File: config.mk
export PLATFORM = sky130hd
export DESIGN_NAME = sdram_arbiter
export DESIGN_NICKNAME = d
export VERILOG_FILES = /design/src/rtl/sdram_pkg.sv /design/src/rtl/rr_arbiter.sv /design/src/rtl/sdram_arbiter.sv
export SDC_FILE = /design/constraint.sdc
export NUM_CORES = 1
export LEC_CHECK = 0
export ABC_AREA = 1
export BUFFER_PORTS_ARGS = -buffer_cell sky130_fd_sc_hd__buf_2
export CORE_ASPECT_RATIO = 0.9
export CORE_MARGIN = 1.5
export CORE_UTILIZATION = 50
export CTS_CLUSTER_DIAMETER = 150
export DETAILED_ROUTE_END_ITERATION = 6
export GPL_ROUTABILITY_DRIVEN = 0
export PLACE_DENSITY = 0.86
export SYNTH_ARGS = -nofsm -noshare
export SYNTH_HDL_FRONTEND = slang
export SYNTH_SLANG_ARGS = --single-unit
File: constraint.sdc
create_clock -name clk -period 6 [get_ports clk]
set_input_delay 0.6 -clock clk [delete_from_list [all_inputs] [get_ports clk]]
set_output_delay 0.6 -clock clk [all_outputs]
set_load 0.01 [all_outputs]
File: src/rtl/sdram_pkg.sv
// Shared types and constants for the SDRAM arbiter slice.
// No logic: constants, the FSM state type and the refresh interval helper.
// No backpressure: compile-time definitions only.
package sdram_pkg;

    localparam int SDRAM_AW = 26;

    typedef enum logic [1:0] {
        IDLE = 2'd0,
        CMD  = 2'd1,
        WAIT = 2'd2,
        DONE = 2'd3
    } arb_state_t;

    // Clock cycles between auto-refresh requests.
    function automatic int refresh_cycles(input int freq, input int refresh_us);
        return freq / 1_000_000 * refresh_us;
    endfunction

endpackage

File: src/rtl/rr_arbiter.sv
// Round-robin pick among requesting ports, starting just after the last grant.
// Latency: purely combinational.
// Backpressure: none; the caller decides when to act on the grant.
module rr_arbiter #(
    parameter int NPORT = 3,
    parameter int IDX_W = (NPORT > 1) ? $clog2(NPORT) : 1
) (
    input  logic [NPORT-1:0] req_i,
    input  logic [IDX_W-1:0] last_grant_i,
    output logic             grant_valid_o,
    output logic [IDX_W-1:0] grant_idx_o
);

    logic [IDX_W-1:0] cand;

    // Scan from the farthest port back to last_grant+1 so the nearest requester is written last and wins.
    always_comb begin
        grant_valid_o = 1'b0;
        grant_idx_o   = '0;
        cand          = '0;
        for (int k = NPORT; k >= 1; k--) begin
            cand = IDX_W'((int'(last_grant_i) + k) % NPORT);
            if (req_i[cand]) begin
                grant_valid_o = 1'b1;
                grant_idx_o   = cand;
            end
        end
    end

endmodule

File: src/rtl/sdram_arbiter.sv
// Shares one SDRAM controller between NPORT requesters and schedules auto-refresh.
// Latency: command one cycle after arbitration, ack one cycle after controller busy drops.
// Backpressure: requesters hold req until ack; nothing is issued while sd_busy is high.
module sdram_arbiter
    import sdram_pkg::*;
#(
    parameter int FREQ       = 54_000_000,
    parameter int NPORT      = 3,
    parameter int REFRESH_US = 15
) (
    input  logic                      clk,
    input  logic                      resetn,
    input  logic [NPORT-1:0]          req,
    input  logic [NPORT-1:0]          we,
    input  logic [NPORT*SDRAM_AW-1:0] addr,
    input  logic [NPORT*8-1:0]        wdata,
    output logic [NPORT-1:0]          ack,
    output logic [7:0]                rdata,
    output logic                      refresh_overrun,
    output logic                      sd_rd,
    output logic                      sd_wr,
    output logic                      sd_refresh,
    output logic [SDRAM_AW-1:0]       sd_addr,
    output logic [7:0]                sd_din,
    input  logic [7:0]                sd_dout,
    input  logic                      sd_data_ready,
    input  logic                      sd_busy
);

    localparam int RC    = refresh_cycles(FREQ, REFRESH_US);
    localparam int CNT_W = $clog2(RC);
    localparam int IDX_W = (NPORT > 1) ? $clog2(NPORT) : 1;

    arb_state_t          state_q;
    logic [IDX_W-1:0]    last_grant_q;
    logic [IDX_W-1:0]    owner_q;
    logic                owner_vld_q;
    logic                sd_rd_q, sd_wr_q, sd_ref_q;
    logic [SDRAM_AW-1:0] sd_addr_q;
    logic [7:0]          sd_din_q;
    logic [NPORT-1:0]    ack_q;
    logic [7:0]          rdata_q;

    logic [CNT_W-1:0]    ref_cnt_q, ref_cnt_d;
    logic                ref_pend_q;
    logic                overrun_q;
    logic                wrap;
    logic                issue_ref;

    logic                grant_vld;
    logic [IDX_W-1:0]    grant_idx;

    rr_arbiter #(
        .NPORT (NPORT),
        .IDX_W (IDX_W)
    ) u_rr (
        .req_i         (req),
        .last_grant_i  (last_grant_q),
        .grant_valid_o (grant_vld),
        .grant_idx_o   (grant_idx)
    );

    assign wrap      = (ref_cnt_q == CNT_W'(RC - 1));
    assign ref_cnt_d = wrap ? '0 : ref_cnt_q + 1'b1;
    // A refresh leaves IDLE exactly when the FSM below loads sd_refresh.
    assign issue_ref = (state_q == IDLE) && !sd_busy && ref_pend_q;

    // Free-running refresh timer; a wrap sets the pending bit and wins over a same-cycle clear.
    always_ff @(posedge clk) begin
        if (!resetn) begin
            ref_cnt_q  <= '0;
            ref_pend_q <= 1'b0;
            overrun_q  <= 1'b0;
        end else begin
            ref_cnt_q <= ref_cnt_d;
            overrun_q <= wrap && ref_pend_q;
            if (wrap) begin
                ref_pend_q <= 1'b1;
            end else if (issue_ref) begin
                ref_pend_q <= 1'b0;
            end
        end
    end

    // Access sequencer: arbitrate, pulse the command, wait out busy, then ack the owner.
    always_ff @(posedge clk) begin
        if (!resetn) begin
            state_q      <= IDLE;
            last_grant_q <= IDX_W'(NPORT - 1);
            owner_q      <= '0;
            owner_vld_q  <= 1'b0;
            sd_rd_q      <= 1'b0;
            sd_wr_q      <= 1'b0;
            sd_ref_q     <= 1'b0;
            sd_addr_q    <= '0;
            sd_din_q     <= '0;
            ack_q        <= '0;
            rdata_q      <= '0;
        end else begin
            ack_q <= '0;
            case (state_q)
                IDLE: begin
                    if (!sd_busy) begin
                        if (ref_pend_q) begin
                            sd_ref_q    <= 1'b1;
                            owner_vld_q <= 1'b0;
                            state_q     <= CMD;
                        end else if (grant_vld) begin
                            sd_rd_q      <= ~we[grant_idx];
                            sd_wr_q      <= we[grant_idx];
                            sd_addr_q    <= addr[grant_idx*SDRAM_AW +: SDRAM_AW];
                            sd_din_q     <= wdata[grant_idx*8 +: 8];
                            last_grant_q <= grant_idx;
                            owner_q      <= grant_idx;
                            owner_vld_q  <= 1'b1;
                            state_q      <= CMD;
                        end
                    end
                end
                CMD: begin
                    sd_rd_q  <= 1'b0;
                    sd_wr_q  <= 1'b0;
                    sd_ref_q <= 1'b0;
                    state_q  <= WAIT;
                end
                WAIT: begin
                    if (sd_data_ready) begin
                        rdata_q <= sd_dout;
                    end
                    if (!sd_busy) begin
                        // Ack is loaded here so it is visible for the whole DONE cycle.
                        if (owner_vld_q) begin
                            ack_q[owner_q] <= 1'b1;
                        end
                        state_q <= DONE;
                    end
                end
                DONE: begin
                    state_q <= IDLE;
                end
                default: begin
                    state_q <= IDLE;
                end
            endcase
        end
    end

    assign ack             = ack_q;
    assign rdata           = rdata_q;
    assign refresh_overrun = overrun_q;
    assign sd_rd           = sd_rd_q;
    assign sd_wr           = sd_wr_q;
    assign sd_refresh      = sd_ref_q;
    assign sd_addr         = sd_addr_q;
    assign sd_din          = sd_din_q;

endmodule

; ---- Word level (Yosys, flattened, before mapping)
; Index checks and enable logic that the tools add are counted.
[classes]
n_lt_le_gt_ge = 6
n_addsub = 4
bitwise_logic = 6
mux = 36
n_reduce_logical = 17
n_eq_ne = 10
n_shift = 2
div = 3
multipliers = 1
[op_table]
columns = op, n
row1 = 32-bit by 3-bit modulo with 32-bit output (second input constant), 3
row2 = 78-bit by 8-bit indexed part select with 26-bit output, 1
row3 = 24-bit by 6-bit indexed part select with 8-bit output, 1
row4 = 1-bit two-way mux, 20
row5 = 2-bit by 3-bit < comparator with 1-bit output (second input constant), 5
row6 = 2-bit two-way mux, 7
row7 = 10-bit by 1-bit adder with 10-bit output (second input constant), 1
row8 = 10-bit == test (second input constant), 1
row9 = 2-bit inequality test (second input constant), 5
row10 = 3-bit AND reduction, 3
row11 = 1-bit binary-select mux with 2-bit select, 4
row12 = 2-bit case mux with 4 select lines, 1
row13 = 4-bit AND reduction, 2
row14 = 2-bit by 2-bit adder with 3-bit output (second input constant), 2
row15 = 2-bit by 4-bit multiplier with 6-bit output (second input constant), 1
row16 = 1-bit NOT, 6
row17 = 1-bit case mux with 2 select lines, 3
row18 = 2-bit nonzero test, 3
row19 = 2-bit == test (second input constant), 2
row20 = 1-bit logical AND, 4
row21 = 4-bit OR reduction, 1
row22 = 2-bit by 1-bit adder with 3-bit output (second input constant), 1
row23 = 3-bit inequality test (second input constant), 1
row24 = 1-bit demux with 2-bit select, 1
row25 = 6 further kinds, 6
[word_totals]
wordCells = 99
register_bits = 67
input_bits = 120
output_inout_bits = 49

; ---- Depth between registers and ports, before layout
; Gate-level depths: netlist of the first run.
[logic_depth]
word_depth = 14
ltp_mapped = 15
depth_no_buf = 14

; ---- Modules after synthesis
; A second synthesis of the first run with hierarchy kept.
[unflattened]
hier_cells = 550
area_unflattened_um2 = 3490.8
[modules_own_cells]
columns = module, instances, area_each_um2, cells_per_inst, seq_area_each_um2
row1 = sdram_arbiter, 1, 3281.9, 510, 1321.3
row2 = rr_arbiter, 1, 209.0, 40, 0.0

; ---- Least setup slack after synthesis of the first run
; OpenSTA, ideal clock, no wires.
[synth_timing]
kind = register to register
startpoint = register last_grant_q[0]
endpoint = register last_grant_q[0]
arrival_ps = 1822
setup_ps = 129
path_slack_ps = 4049
path_buffers = 2
period_less_slack_ps = 1951
path_stages_with_launch = 14
required_time_ps = 5871
cell_sequence = dfxtp_1 inv_1 ha_1 inv_2 nand2_1 nand2_1 a21oi_2 nand4_2 nand3_4 inv_2 buf_6 buf_6 o21ai_1 a21oi_1
[synth_between]
elab_chain_len = 8
word_cells_on_any_way = 19
cone_classes = 3 x add/sub / 3 x div / 12 x mux / 1 x reduce/logical
[synth_rtl]
columns = element, line
row1 = "start, declared", sdram_arbiter.sv:35  ; logic [IDX_W-1:0] last_grant_q;
row2 = "start signal, assigned", sdram_arbiter.sv:89  ; last_grant_q <= IDX_W'(NPORT - 1);
row3 = "start signal, assigned", sdram_arbiter.sv:113  ; last_grant_q <= grant_idx;
row4 = 2-bit by 2-bit adder with 3-bit output, rr_arbiter.sv:22  ; cand = IDX_W'((int'(last_grant_i) + k) % NPORT);
row5 = 32-bit by 3-bit modulo with 32-bit output, rr_arbiter.sv:22
row6 = 1-bit binary-select mux with 2-bit select, rr_arbiter.sv:23  ; if (req_i[cand]) begin
row7 = 1-bit two-way mux (not written as such), rr_arbiter.sv:23
row8 = 1-bit two-way mux (3 in series), rr_arbiter.sv:23
row9 = 4-bit AND reduction (no line), --
; Several ways; a longest one is shown, not always the timed one. The select of a mux whose other input is x is not followed.
; A chain may end at the register's enable or synchronous reset.

; ---- Worst setup path after layout of the first run
[layout_timing]
startpoint = register last_grant_q[0]
endpoint = register sd_din_q[2] (netlist: sd_din[2])
[layout_between]
elab_chain_len = 8
word_cells_on_any_way = 20
cone_classes = 3 x add/sub / 3 x div / 1 x shift / 12 x mux / 1 x reduce/logical
[layout_rtl]
columns = element, line
row1 = 2-bit by 2-bit adder with 3-bit output, rr_arbiter.sv:22
row2 = 32-bit by 3-bit modulo with 32-bit output, rr_arbiter.sv:22
row3 = 1-bit binary-select mux with 2-bit select, rr_arbiter.sv:23
row4 = 1-bit two-way mux (not written as such), rr_arbiter.sv:23
row5 = 2-bit two-way mux or 1-bit two-way mux (tied branches) (3 in series), rr_arbiter.sv:23
row6 = 24-bit by 6-bit indexed part select with 8-bit output or 4-bit AND reduction (tied branches), --
row7 = "end signal, assigned", sdram_arbiter.sv:112  ; sd_din_q <= wdata[grant_idx*8 +: 8];
row8 = "end, declared", sdram_arbiter.sv:40  ; logic [7:0] sd_din_q;
; Several ways; a longest one is shown, not always the timed one. The select of a mux whose other input is x is not followed.

==> results.yml, run 1 <==
timing:
  post-route-period-util_pct: 46.7
  clock_skew_ns: 0.0145
  setup_viol: 0
  slew_headroom_pct: 28.0
  fin_crit_ns: 2.80
  final.setup.tns_ns: 0
  worst_slack_ns: 3.20
  slew_violations: 0
  timing.fmax_mhz: 357
  worst_pin_slew_ns: 1.08
  final_hold_viol_count: 0
  rsz0062_at_grt: "false"
cells_and_area:
  post-route-util_pct: 66.5
  regArea_mm2: 0.00132
  antennaDiodeCount: 0
  fillerInstances: 595
  final_area_mm2: 0.00435
  instances_no_fill: 732
  multi_input_area_mm2: 0.00166
  drive_gt1_share_pct: 30.5
  layout.nets: 766
  area_growth_pct: 29.3
clock_tree:
  clkLatencyLatePin_ns: 0.34
  cts.path.max_buffers: 2
  h-tree-depth: 3
  cts_tree: "done"
  post_cts_buffers: 0
  cts_resized: 0
  clk_pin_slew_ns: 0.07
  numClockSinks: 66
  holdBufCountCts: 0
  cts_root_buf: "clkbuf_8"
  cts-buffers-inserted: 9
synth:
  synthCells: 483
  synthesis.nets: 612
  syn_area_per_cell_um2: 6.97
  dominantRegCellSynth: "dfxtp_1"
  synth_warnings: 0
  synth_seq_area_share_pct: 39.2
  synth_edf_count: 0
  synth_async_sr_flop_share_pct: 0
  syn_area_mm2: 0.00337
  synth_seq_cells: 66
  ys_types: 29
critical_path:
  end_kind: "flop"
  crit_required_ns: 6.22
  reg2reg_from: "last_grant_q[0]$_SDFFE_PN0P_"
  crit_fanout: 70
  worstSetupPathType: "flop to flop"
  start_kind: "flop"
  rr_worst_depth: 12
  r2r-end: "sd_din[2]$_SDFFE_PN0P_"
  r2r_slack_ns: 3.20
  arrival_ns: 3.02
place:
  dp_slack_ns: 3.23
  place_inst: 716
  numPortBuffers: 168
  post-dp-hpwl_mm: 6.55
  post_dp_cell_area_mm2: 0.00419
floorplan:
  dieArea_mm2: 0.00724
  num_rows: 28
  core_mm2: 0.00655
  dieWidth_um: 89.5
  die_height_um: 80.9
  io_pins: 169
  start_util_pct: 51.4
run:
  drv_cap: 0
routing:
  drt_iter0_drc: 184
  wl_mm: 9.10
  vias_per_cell: 5.10
  wl_per_cell_um: 12.4
  ant_nets: 0
  drc: 0
  drt_pre_antenna_iters: 4
  via_count: 3733
min_path:
  hold_path.class: "flop to flop"
  whs_path_depth: 2
  hp-start: "ref_pend_q$_SDFFE_PN0P_"
  holdPathEnd: "ref_pend_q$_SDFFE_PN0P_"
global_routing:
  overflow: 0
  grtUsageTotal_pct: 23.9
  antenna_found_initial: 0
  grt_pass1_wl_mm: 13.6
  grt_pass1_vias: 3220
  grt_max_degree: 72
power_and_ir_drop:
  leakagePower_nw: 2.23
  powerDensity_mw_per_mm2: 602
  irDropWorstVdd_mv: 0.308
run_status:
  outcome: "complete, no violations"
[critical path, cell delays in order, from the launching register on]
cell     delay (ns)
dfxtp_1        0.41
inv_1          0.11
ha_1           0.35
inv_2          0.11
nand2_1        0.06
nand2_1        0.09
nand2_1        0.09
nand2_1        0.10
nand2_1        0.13
nand2_2        0.80
a21oi_1        0.15
o21ai_0        0.13
a21oi_1        0.10
[where the power goes]
part	switching, W	internal (W)
sequential	0.0000841	0.000601
clock	0.000158	0.000160
combinational	0.00109	0.000533
[cells in the final DEF, fill, tap and decap left out, drive strengths merged]
master	n
nand2	49
dfxtp	66
xor2	1
o21a	1
nor2	36
o21ai	83
buf	169
xnor2	1
nor3b	1
nand3	15
or2	2
ha	9
clkbuf	13
nor4	2
inv	65
a21oi	116
nand4	4
nor3	5
clkinv	3
o211ai	1
[layout make-up]
class,instances,area share (%)
clock buffers,13,3.42
repair buffers,169,19.5
clock inverters,3,0.345
flip-flops and latches,66,30.3
well taps,90,2.59
multi-input cells,326,38.2
inverters,65,5.60
[logic make-up after synthesis]
group           Yosys count  synth area share (%)
compound gates          201                  30.1
xor+xnor                  2                 0.520
fa+ha+maj                 9                  3.34
buf+inv                  91                  11.4
flops                    66                  39.2
simple gates            114                  15.4
[synth_stat cells (all sizes together) (4+ instances only)]
cell type	number	area, um2
clkbuf	8	30.0
inv	65	244
nand3	15	92.6
a21oi	116	584
nor3	5	25.0
nand4	4	31.3
dfxtp	66	1320
nor2	36	138
nand2	49	194
ha	9	113
o21ai	83	415
buf	18	109
[worst max path at each step]
stage	start	to	slack (ns)
after floorplan	last_grant_q[0]$_SDFFE_PN0P_	last_grant_q[0]$_SDFFE_PN0P_	4.05
after global placement	last_grant_q[0]$_SDFFE_PN0P_	sd_addr[18]$_SDFFE_PN0P_	3.37
after detailed placement	last_grant_q[0]$_SDFFE_PN0P_	sd_addr[17]$_SDFFE_PN0P_	3.23
after CTS	last_grant_q[0]$_SDFFE_PN0P_	sd_addr[17]$_SDFFE_PN0P_	3.22
after global routing	last_grant_q[0]$_SDFFE_PN0P_	sd_din[4]$_SDFFE_PN0P_	2.83
final	last_grant_q[0]$_SDFFE_PN0P_	sd_din[2]$_SDFFE_PN0P_	3.20
[metal layers]
metal  wire, um  up-vias  global-route usage, %  share of wire, %
met3        596       25                   6.50               6.6
met2       4500      140                   41.2                49
met5          0        -                      0                 0
met4        200        0                   10.3               2.2
met1       3800     1645                   27.7                42
li1           -     1923                      -                 -
[state kept, by name (all words and copies together) (netlist names)]
| signal | count |
|---|---|
| ack | 3 |
| sd_refresh | 1 |
| refresh_overrun | 1 |
| owner_vld_q | 1 |
| sd_din | 8 |
| rdata | 8 |
| ref_cnt_q | 10 |
| ref_pend_q | 1 |
| sd_rd | 1 |
| owner_q | 1 |
| sd_wr | 1 |
| state_q | 2 |
| sd_addr | 26 |
| last_grant_q | 2 |
[through the flow]
| stage | hold slack, ns | power [W] |
|---|---|---|
| floorplan | 0.444 | 0.00197 |
| global placement | 0.452 | 0.00223 |
| detailed placement | 0.459 | 0.00229 |
| CTS | 0.468 | 0.00261 |
| global route | 0.485 | 0.00288 |
| finish | 0.467 | 0.00262 |
No activity file was read; power rests on OpenSTA's default activity.
==> inputs of run 2 (changes only) <==
Settings changed: CORE_UTILIZATION 50 to 46, PLACE_DENSITY 0.86 to 0.8.
Clock period 6 ns to 2.69 ns, I/O delays scaled along.
==> run 2 against run 1 <==
Against the previous run:
- critical path depth decreased by 1
- power is 140% higher
- highest routed layer unchanged
- non-clock buffer count up 3
==> results.yml, run 2 (same netlist as run 1, synthesis figures left out) <==
run_status:
  outcome: "complete, no violations"
timing:
  rsz0062_at_grt: "false"
  slew_headroom_pct: 58.4
  post-route-period-util_pct: 84.3
  slew_violations: 0
  timing.fmax_mhz: 441
  final.setup.tns_ns: 0
  final_hold_viol_count: 0
  clock_skew_ns: 0.00850
  fin_hold_ws_ns: 0.175
  fin_crit_ns: 2.27
  worst_slack_ns: 0.423
  setup_viol: 0
  worst_pin_slew_ns: 0.623
floorplan:
  num_rows: 29
  io_pins: 169
  die_height_um: 84.2
  start_util_pct: 47.6
  core_mm2: 0.00708
  dieWidth_um: 93.2
  dieArea_mm2: 0.00785
global_routing:
  grt_pass1_wl_mm: 14.8
  grtUsageTotal_pct: 23.5
  grt_max_degree: 71
  antenna_found_initial: 0
  overflow: 0
  grt_pass1_vias: 3393
cells_and_area:
  layout.nets: 769
  drive_gt1_share_pct: 31.3
  fillerInstances: 674
  instances_no_fill: 738
  area_growth_pct: 32.9
  antennaDiodeCount: 0
  mostFrequentLayoutCell: "buf_2"
  largest_reg_flops: 26
  final_area_mm2: 0.00448
  final_cell_mix: "168 x buf_2, 115 x a21oi_1, 66 x dfxtp_1, 63 x o21ai_0, 61 x inv_1"
clock_tree:
  cts_root_buf: "clkbuf_8"
  clk_pin_slew_ns: 0.08
  h-tree-depth: 3
  cts_tree: "done"
  cts-buffers-inserted: 9
  cts.path.max_buffers: 2
  holdBufCountCts: 0
  clkLatencyLatePin_ns: 0.34
  post_cts_buffers: 0
  numClockSinks: 66
  cts_resized: 0
critical_path:
  r2r_slack_ns: 0.42
  crit_path_cell_trace: "inv_1 > ha_1 > inv_2 > nand3_1 > inv_1 > a21oi_2 > nand4_2 > nand3_4 > inv_2 > o21ai_0 > a21oi_1"
  arrival_ns: 2.54
  worstSetupPathType: "flop to flop"
  cpPeakStageDelay_ns: 0.46
  crit_required_ns: 2.97
  start_kind: "flop"
  critPathSlowestCell: "inv_2"
  end_kind: "flop"
  crit_fanout: 39
routing:
  drt_pre_antenna_iters: 5
  drt_iter0_drc: 154
  wl_per_cell_um: 12.6
  wl_mm: 9.33
  ant_nets: 0
  drc: 0
  via_count: 3783
  vias_per_cell: 5.13
place:
  post-dp-hpwl_mm: 6.79
  dp_slack_ns: 0.432
  numPortBuffers: 168
  place_inst: 722
  post_dp_cell_area_mm2: 0.00424
power_and_ir_drop:
  irDropWorstVdd_mv: 0.750
  powerDensity_mw_per_mm2: 1410
  leakagePower_nw: 2.29
run:
  drv_cap: 0
min_path:
  hold_path.class: "input port to flop"
run 2: worst max-delay path: cells and delay by family (launching register included):
kind	cells	cell delay, ns
AOI/OAI and AO/OA	3	0.38
adders and majority gates	1	0.35
buffers and inverters	4	0.77
DFF	1	0.40
and+or+nand+nor	3	0.29
run 2: area by class of cell:
| cell class | instances | area [um2] | share of cell area (%) |
|---|---|---|---|
| Sequential cell | 66 | 1320 | 29.5 |
| Tap cell | 93 | 116 | 2.60 |
| Timing Repair Buffer | 172 | 896 | 20.0 |
| Inverter | 65 | 244 | 5.45 |
| Clock inverter | 5 | 85.1 | 1.90 |
| Clock buffer | 11 | 151 | 3.38 |
| Multi-Input combinational cell | 326 | 1660 | 37.2 |
run 2: worst paths after layout:
path	endpoint	from	cells past startpoint
max	sd_din[6]$_SDFFE_PN0P_	last_grant_q[0]$_SDFFE_PN0P_	11
min	rdata[0]$_SDFFE_PN0P_	sd_dout[0]	3
max reg2reg	sd_din[6]$_SDFFE_PN0P_	last_grant_q[0]$_SDFFE_PN0P_	11
min reg2reg	ref_pend_q$_SDFFE_PN0P_	ref_pend_q$_SDFFE_PN0P_	2
run 2: power by group:
group / leakage (nW) / total, W / internal [W] / switching, W
combinational: 1.63 / 0.00379 / 0.00133 / 0.00246
clock: 0.116 / 0.000976 / 0.000577 / 0.000399
sequential: 0.541 / 0.00152 / 0.00134 / 0.000186
total: 2.29 / 0.00629 / 0.00325 / 0.00305
run 2: stage by stage:
step           power (W)  util, %
3_5_place_dp     0.00530     59.9
5_1_grt          0.00693     63.3
3_3_place_gp     0.00518     59.9
2_1_floorplan    0.00439        -
4_1_cts          0.00629     63.3
6_report         0.00629     63.3
run 2: routing by layer:
layer,global-route usage [%],vias up,share of wire [%]
met5,0,-,0
met4,8.95,0,2.3
met3,6.34,22,5.6
met2,40.5,118,50
met1,27.7,1706,42
li1,-,1937,-
